## config.mk

```make
export PLATFORM = sky130hd
export DESIGN_NAME = local_mem_arb
export DESIGN_NICKNAME = d
export VERILOG_FILES = /design/src/rtl/local_mem_arb_pkg.sv /design/src/rtl/local_mem_arb_tag_fifo.sv /design/src/rtl/local_mem_arb.sv
export SDC_FILE = /design/constraint.sdc
export NUM_CORES = 1
export LEC_CHECK = 0
export CORE_AREA = 2 2 208 210
export CTS_BUF_LIST = sky130_fd_sc_hd__clkbuf_8
export DETAILED_ROUTE_END_ITERATION = 8
export DIE_AREA = 0 0 210 212
export GPL_ROUTABILITY_DRIVEN = 1
export SLEW_MARGIN = 10
export SYNTH_ARGS = -nofsm -noshare
export SYNTH_HDL_FRONTEND = slang
export SYNTH_SLANG_ARGS = --single-unit
```

## constraint.sdc

```tcl
create_clock -name clk -period 5.4 [get_ports clk]
set_clock_uncertainty 0.1 [all_clocks]
set_input_delay 1.62 -clock clk [delete_from_list [all_inputs] [get_ports clk]]
set_output_delay 1.62 -clock clk [all_outputs]
set_load 0.05 [all_outputs]
```

## src/rtl/local_mem_arb_pkg.sv

```systemverilog
// Local-memory bank types shared with the bank model, plus arbiter-private
// state, tag and depth definitions.
package local_mem_cfg_pkg;
  localparam int LOCAL_MEM_ADDR_W    = 32;
  localparam int LOCAL_MEM_DATA_W    = 64;
  localparam int LOCAL_MEM_BURST_W   = 7;

  typedef logic [LOCAL_MEM_ADDR_W-1:0]   t_local_mem_addr;
  typedef logic [LOCAL_MEM_DATA_W-1:0]   t_local_mem_data;
  typedef logic [LOCAL_MEM_DATA_W/8-1:0] t_local_mem_byte_mask;
  typedef logic [LOCAL_MEM_BURST_W-1:0]  t_local_mem_burst_cnt;
endpackage

package local_mem_arb_pkg;
  import local_mem_cfg_pkg::*;

  localparam int DEFAULT_TAG_DEPTH = 16;

  typedef enum logic {
    ARB_IDLE     = 1'b0,
    ARB_WR_BURST = 1'b1
  } t_arb_state;

  typedef struct packed {
    logic                 id;
    t_local_mem_burst_cnt beats;
  } t_arb_tag;

  // A zero burst length moves exactly one beat on the bank.
  function automatic t_local_mem_burst_cnt eff_beats(input t_local_mem_burst_cnt bc);
    return (bc == '0) ? t_local_mem_burst_cnt'(1) : bc;
  endfunction
endpackage

```

## src/rtl/local_mem_arb_tag_fifo.sv

```systemverilog
// Synchronous FIFO of outstanding read tags (owner id + beat count) with
// full/empty flags; pointers carry one wrap bit.
module local_mem_arb_tag_fifo
  import local_mem_arb_pkg::*;
#(
  parameter int DEPTH = DEFAULT_TAG_DEPTH
) (
  input  logic     clk,
  input  logic     rst,
  input  logic     push,
  input  t_arb_tag push_tag,
  input  logic     pop,
  output t_arb_tag head_tag,
  output logic     full,
  output logic     empty
);
  localparam int AW = $clog2(DEPTH);

  t_arb_tag         mem [DEPTH];
  logic [AW:0]      wr_ptr;
  logic [AW:0]      rd_ptr;

  always_ff @(posedge clk or posedge rst) begin
    if (rst) begin
      wr_ptr <= '0;
      rd_ptr <= '0;
    end else begin
      if (push && !full)
        wr_ptr <= wr_ptr + (AW+1)'(1);
      if (pop && !empty)
        rd_ptr <= rd_ptr + (AW+1)'(1);
    end
  end

  always_ff @(posedge clk) begin
    if (push && !full)
      mem[wr_ptr[AW-1:0]] <= push_tag;
  end

  assign head_tag = mem[rd_ptr[AW-1:0]];
  assign empty    = (wr_ptr == rd_ptr);
  assign full     = (wr_ptr[AW] != rd_ptr[AW]) && (wr_ptr[AW-1:0] == rd_ptr[AW-1:0]);
endmodule

```

## src/rtl/local_mem_arb.sv

```systemverilog
// Two-requester arbiter onto one local-memory bank: zero-latency command mux,
// write-burst grant lock, in-order read response routing via a tag FIFO.
// Define LOCAL_MEM_ARB_RR_EN for round-robin arbitration (default: m0 wins).
module local_mem_arb
  import local_mem_cfg_pkg::*;
  import local_mem_arb_pkg::*;
#(
  parameter int TAG_DEPTH = DEFAULT_TAG_DEPTH
) (
  input  logic                 clk,
  input  logic                 SoftReset,

  input  t_local_mem_addr      m0_address,
  input  logic                 m0_read,
  input  logic                 m0_write,
  input  t_local_mem_data      m0_writedata,
  input  t_local_mem_byte_mask m0_byteenable,
  input  t_local_mem_burst_cnt m0_burstcount,
  output logic                 m0_waitrequest,
  output t_local_mem_data      m0_readdata,
  output logic                 m0_readdatavalid,

  input  t_local_mem_addr      m1_address,
  input  logic                 m1_read,
  input  logic                 m1_write,
  input  t_local_mem_data      m1_writedata,
  input  t_local_mem_byte_mask m1_byteenable,
  input  t_local_mem_burst_cnt m1_burstcount,
  output logic                 m1_waitrequest,
  output t_local_mem_data      m1_readdata,
  output logic                 m1_readdatavalid,

  output t_local_mem_addr      avs_address,
  output logic                 avs_read,
  output logic                 avs_write,
  output t_local_mem_data      avs_writedata,
  output t_local_mem_byte_mask avs_byteenable,
  output t_local_mem_burst_cnt avs_burstcount,
  input  logic                 avs_waitrequest,
  input  t_local_mem_data      avs_readdata,
  input  logic                 avs_readdatavalid,

  output logic                 rsp_error
);
  t_arb_state           state, state_nxt;
  logic                 lock_id, lock_id_nxt;
  t_local_mem_burst_cnt beats_left, beats_left_nxt;
  t_local_mem_burst_cnt head_cnt;

  logic     fifo_full, fifo_empty, fifo_push, fifo_pop;
  t_arb_tag head_tag, push_tag;

  logic gnt_vld, gnt_id;
  logic elig0, elig1;
  logic sel_read, sel_write;
  logic accept;
  logic rdv_hit, head_last;

`ifdef LOCAL_MEM_ARB_RR_EN
  logic last_acc_id;
`endif

  // A reader is only a candidate while a tag slot is free.
  assign elig0 = m0_write || (m0_read && !fifo_full);
  assign elig1 = m1_write || (m1_read && !fifo_full);

  always_comb begin
    gnt_vld = 1'b0;
    gnt_id  = 1'b0;
    if (state == ARB_WR_BURST) begin
      gnt_vld = 1'b1;
      gnt_id  = lock_id;
    end else begin
`ifdef LOCAL_MEM_ARB_RR_EN
      if (elig0 && elig1) begin
        gnt_vld = 1'b1;
        gnt_id  = !last_acc_id;
      end else if (elig0) begin
        gnt_vld = 1'b1;
        gnt_id  = 1'b0;
      end else if (elig1) begin
        gnt_vld = 1'b1;
        gnt_id  = 1'b1;
      end
`else
      if (elig0) begin
        gnt_vld = 1'b1;
        gnt_id  = 1'b0;
      end else if (elig1) begin
        gnt_vld = 1'b1;
        gnt_id  = 1'b1;
      end
`endif
    end
    if (SoftReset)
      gnt_vld = 1'b0;
  end

  assign sel_read       = gnt_id ? m1_read       : m0_read;
  assign sel_write      = gnt_id ? m1_write      : m0_write;
  assign avs_address    = gnt_id ? m1_address    : m0_address;
  assign avs_writedata  = gnt_id ? m1_writedata  : m0_writedata;
  assign avs_byteenable = gnt_id ? m1_byteenable : m0_byteenable;
  assign avs_burstcount = gnt_id ? m1_burstcount : m0_burstcount;

  assign avs_write      = gnt_vld && sel_write;
  assign avs_read       = gnt_vld && sel_read && !fifo_full;
  assign m0_waitrequest = !(gnt_vld && !gnt_id) || avs_waitrequest;
  assign m1_waitrequest = !(gnt_vld &&  gnt_id) || avs_waitrequest;

  assign accept    = (avs_read || avs_write) && !avs_waitrequest;
  assign fifo_push = accept && avs_read;
  assign push_tag  = '{id: gnt_id, beats: eff_beats(avs_burstcount)};

  always_comb begin
    state_nxt      = state;
    lock_id_nxt    = lock_id;
    beats_left_nxt = beats_left;
    case (state)
      ARB_IDLE: begin
        if (accept && avs_write && (eff_beats(avs_burstcount) > t_local_mem_burst_cnt'(1))) begin
          state_nxt      = ARB_WR_BURST;
          lock_id_nxt    = gnt_id;
          beats_left_nxt = eff_beats(avs_burstcount) - t_local_mem_burst_cnt'(1);
        end
      end
      ARB_WR_BURST: begin
        if (accept && avs_write) begin
          if (beats_left == t_local_mem_burst_cnt'(1)) begin
            state_nxt      = ARB_IDLE;
            beats_left_nxt = '0;
          end else begin
            beats_left_nxt = beats_left - t_local_mem_burst_cnt'(1);
          end
        end
      end
      default: state_nxt = ARB_IDLE;
    endcase
  end

  // Command-side control state
  always_ff @(posedge clk or posedge SoftReset) begin
    if (SoftReset) begin
      state      <= ARB_IDLE;
      lock_id    <= 1'b0;
      beats_left <= '0;
    end else begin
      state      <= state_nxt;
      lock_id    <= lock_id_nxt;
      beats_left <= beats_left_nxt;
    end
  end

`ifdef LOCAL_MEM_ARB_RR_EN
  // Reset value makes m0 the preferred requester on the first contest.
  always_ff @(posedge clk or posedge SoftReset) begin
    if (SoftReset)
      last_acc_id <= 1'b1;
    else if (accept && (state == ARB_IDLE))
      last_acc_id <= gnt_id;
  end
`endif

  local_mem_arb_tag_fifo #(
    .DEPTH (TAG_DEPTH)
  ) u_tag_fifo (
    .clk      (clk),
    .rst      (SoftReset),
    .push     (fifo_push),
    .push_tag (push_tag),
    .pop      (fifo_pop),
    .head_tag (head_tag),
    .full     (fifo_full),
    .empty    (fifo_empty)
  );

  // Response side: beats belong to the oldest outstanding read.
  assign rdv_hit   = avs_readdatavalid && !fifo_empty;
  assign head_last = ((head_cnt + t_local_mem_burst_cnt'(1)) == head_tag.beats);
  assign fifo_pop  = rdv_hit && head_last;

  always_ff @(posedge clk or posedge SoftReset) begin
    if (SoftReset) begin
      head_cnt  <= '0;
      rsp_error <= 1'b0;
    end else begin
      if (rdv_hit)
        head_cnt <= head_last ? '0 : head_cnt + t_local_mem_burst_cnt'(1);
      if (avs_readdatavalid && fifo_empty)
        rsp_error <= 1'b1;
    end
  end

  assign m0_readdatavalid = rdv_hit && !head_tag.id && !SoftReset;
  assign m1_readdatavalid = rdv_hit &&  head_tag.id && !SoftReset;
  assign m0_readdata      = avs_readdata;
  assign m1_readdata      = avs_readdata;
endmodule

```

==> results.md <==
* Synth area leaders: edfxtp_1 (41%), mux2_2 (15%), buf_4 (11%)
* Vias in the first global route at roughly 7k
* H-tree depth at 4
* Total iterations of the first detailed-routing run at 4
* Worst-path clk slew at 0.08 ns
* Crit path DAT at 3.66 ns
* Clk_lat worst skew at between 0.4 and 0.5 ns
* Post-route DRC violation count at 0
* Seq/Total Area, Yosys at 48.6%
* Final Setup Violations at 0
* Cts hold-fix bufs at 0
* CTS Sinks at 155
* Worst path required time at around 3.7 ns
* Reg2reg start: u_tag_fifo.wr_ptr[3]$_DFFE_PP0P_
* Crit path kind: input port to output port
* Die H at 212 um
* I/O Buffers at 347
* First-pass GRT wire length at 47,300 um
* Pin count of the biggest net entering global routing at 33
* Clk root buf: clkbuf_8
* Fmax at approximately 190 MHz
* Synth Net Count at 1,006
* Total core area at 42,500 um^2
* CP Max Fanout at 5
* Max-Cap Viols at 0
* Max stage delay on crit path at 0.38 ns
* Initial antenna violation count at 8
* Worst r2r path cells at 17
* Worst-Margin Slew at 0.520 ns
* CP max-delay cell: o41ai_4
* Startpoint types: input port
* Clock buffer count from CTS at 17
* R2R setup slack at 0.88 ns
* Synth area leader: edfxtp_1
* Avg Vias per Cell at approximately 4.3
* Avg Inst Size Synth at 13.2 um^2
* Outcome: finished, final reports clean
* Final worst path period need at between 5 and 6 ns
* Final period util at 99.7%
* Top Ports at 540
* Floorplan row count at 76
* Maximum VDD drop at 0.000226 V
* Share of cells above drive strength 1 at 39.0%
* Area fraction of the dominant cell type after synthesis at 41.3%
* Synth warn at 0
* CTS tree: yes
* DIE AREA at between 40,000 and 50,000 um^2
* Synth unique cells at between 50 and 60
* Final cell count without fillers at 1,538
* Area after DPL at 12,600 um^2
* Worst path cell trace: clkdlybuf4s15_1, nor2_2, o41ai_4, a21oi_2, a41oi_4, bufbuf_16, buf_4, mux2_2, buf_4
* Final WL at 33,500 um
* Post-synth EDFFs at ~130
* Most common cell in the synthesized netlist: buf_4
* Longest Clk Path Bufs at 2
* Synth cell count leaders: buf_4 (131), edfxtp_1 (128), mux2_2 (121)
* Slew Limit Fails at 0
* Post-DP HPWL at 26,400 um
* Nets at 1,275
* HP Class: flop to flop
* Critical Path End Type: output port
* Drt initial violations at between 200 and 300
* Ys flop type: edfxtp_1
* Synthesized instance count at between 700 and 800
* RSZ-0062 raised after global routing: true
* Routability Congestion at 0.839
* Placed cells at 1,488
* Final-report hold violation count at 0
* Power per cell area at 400 nW/um^2
* Die Wd at 210 um
* Total gr overflow at 0
* Post-layout instance area at 13,400 um^2
* Crit path from: m1_write
* Vias at 6,588
* Flops & latches, synth at 155
* End of the critical path: avs_writedata[32]
* P_leak at around 5 nW
* Async set or reset register ratio after synthesis at 17.4%
* Most frequent cell on the critical path: buf_4
* Initial core utilization at between 20% and 30%
* Synthesized cell area at between 9000 and 10,000 um^2
* Drt wl/cell at approximately 22 um
* Antenna-violating nets left at 0
* Area grow syn2layout at 44.5%
* Max-slew headroom at 65.2%
* GRT Total Usage at 14.7%
* Reg-to-Reg End: beats_left[6]$_DFFE_PP0P_
* Final TNS setup at 0 ns
-- power by group --
group	internal, W	total (W)	leakage (nW)	switching [W]
sequential	0.00146	0.00156	1.49	0.000106
clock	0.000447	0.000871	0.193	0.000423
combinational	0.00129	0.00294	3.22	0.00165
total	0.00320	0.00537	4.89	0.00218
-- cell type report --
type | instances | area, um^2
fillers | 4188 | 29100
repair buffers | 412 | 4060
well taps | 546 | 683
clock buffers | 17 | 234
multi-input cells | 376 | 3730
clock inverters | 15 | 158
diodes | 8 | 20.0
flip-flops and latches | 155 | 4520
inverters | 9 | 33.8
-- metrics by stage --
step                power (W)  worst slack [ns]  hold WS, ns  util [%]
detailed placement    0.00431            -0.274        0.373      29.6
global route          0.00562           -0.0479        0.413      31.6
CTS                   0.00535           0.00390        0.392      31.2
finish                0.00537            0.0189        0.390      31.6
global placement      0.00429            -0.264        0.355      29.6
floorplan             0.00365            0.0788        0.373         -
-- logic make-up after synthesis --
group	after synthesis	synth area share (%)
flip-flops	155	48.6
AND/OR/NAND/NOR	116	6.54
XOR/XNOR	33	3.19
multiplexers	166	24.0
buffers and inverters	171	12.6
adder cells (fa/ha/maj)	10	1.35
AO/OA/AOI/OAI	51	3.77
-- cells in the final DEF, fill, tap and decap left out, drive strengths merged, types with 4 or more instances in the layout --
cell	netlist	final
clkdlybuf4s50	0	226
buf	152	178
edfxtp	128	128
mux2	122	122
mux4	33	33
nor2	32	32
nand2	30	30
dfrtp	27	27
clkbuf	10	19
xor2	18	18
o21ai	18	18
xnor2	15	15
inv	9	12
mux2i	11	11
nor3	11	11
nand3	10	10
ha	10	10
diode	0	8
or3	6	6
a21oi	6	6
nor2b	5	5
clkinv	0	5
nand2b	4	4
clkinvlp	0	4
-- state kept, by name, summed over array words and instances, names as in the netlist --
signal and count:
u_tag_fifo.mem 128, beats_left 7, head_cnt 7, u_tag_fifo.rd_ptr 5, u_tag_fifo.wr_ptr 5, lock_id 1
rsp_error 1, state 1
-- worst min-delay path by stage --
stage                               from                         to  cells after the start
3_3_place_gp       rsp_error$_DFFE_PP0P_      rsp_error$_DFFE_PP0P_                      1
3_5_place_dp       rsp_error$_DFFE_PP0P_      rsp_error$_DFFE_PP0P_                      1
5_1_grt            rsp_error$_DFFE_PP0P_      rsp_error$_DFFE_PP0P_                      1
4_1_cts            rsp_error$_DFFE_PP0P_      rsp_error$_DFFE_PP0P_                      1
2_1_floorplan  beats_left[1]$_DFFE_PP0P_  beats_left[1]$_DFFE_PP0P_                      2
6_report           rsp_error$_DFFE_PP0P_      rsp_error$_DFFE_PP0P_                      1
-- worst max-delay path: cells and delay by family --
kind,cells,cell delay [ns]
AOI/OAI and AO/OA,3,0.77
buffers and inverters,4,0.86
muxes,1,0.34
and+or+nand+nor,1,0.06
-- per-layer routing --
metal | global-route usage (%) | routed length, um | vias to the layer above
li1 | - | - | 3009
met1 | 16.3 | 12500 | 3227
met2 | 25.4 | 17200 | 301
met3 | 3.19 | 2090 | 51
met4 | 9.83 | 1700 | 0
met5 | 0 | 0 | -
-- timing repair --
| item | 4_1_cts | 5_1_grt |
|---|---|---|
| gates resized for setup | 35 | 43 |
| pin swaps | 0 | 1 |
| cloned | 4 | 1 |
| endpoints found under the setup margin | 113 | 95 |
| setup buffers | 6 | 0 |
No activity file was read; power rests on OpenSTA's default activity.
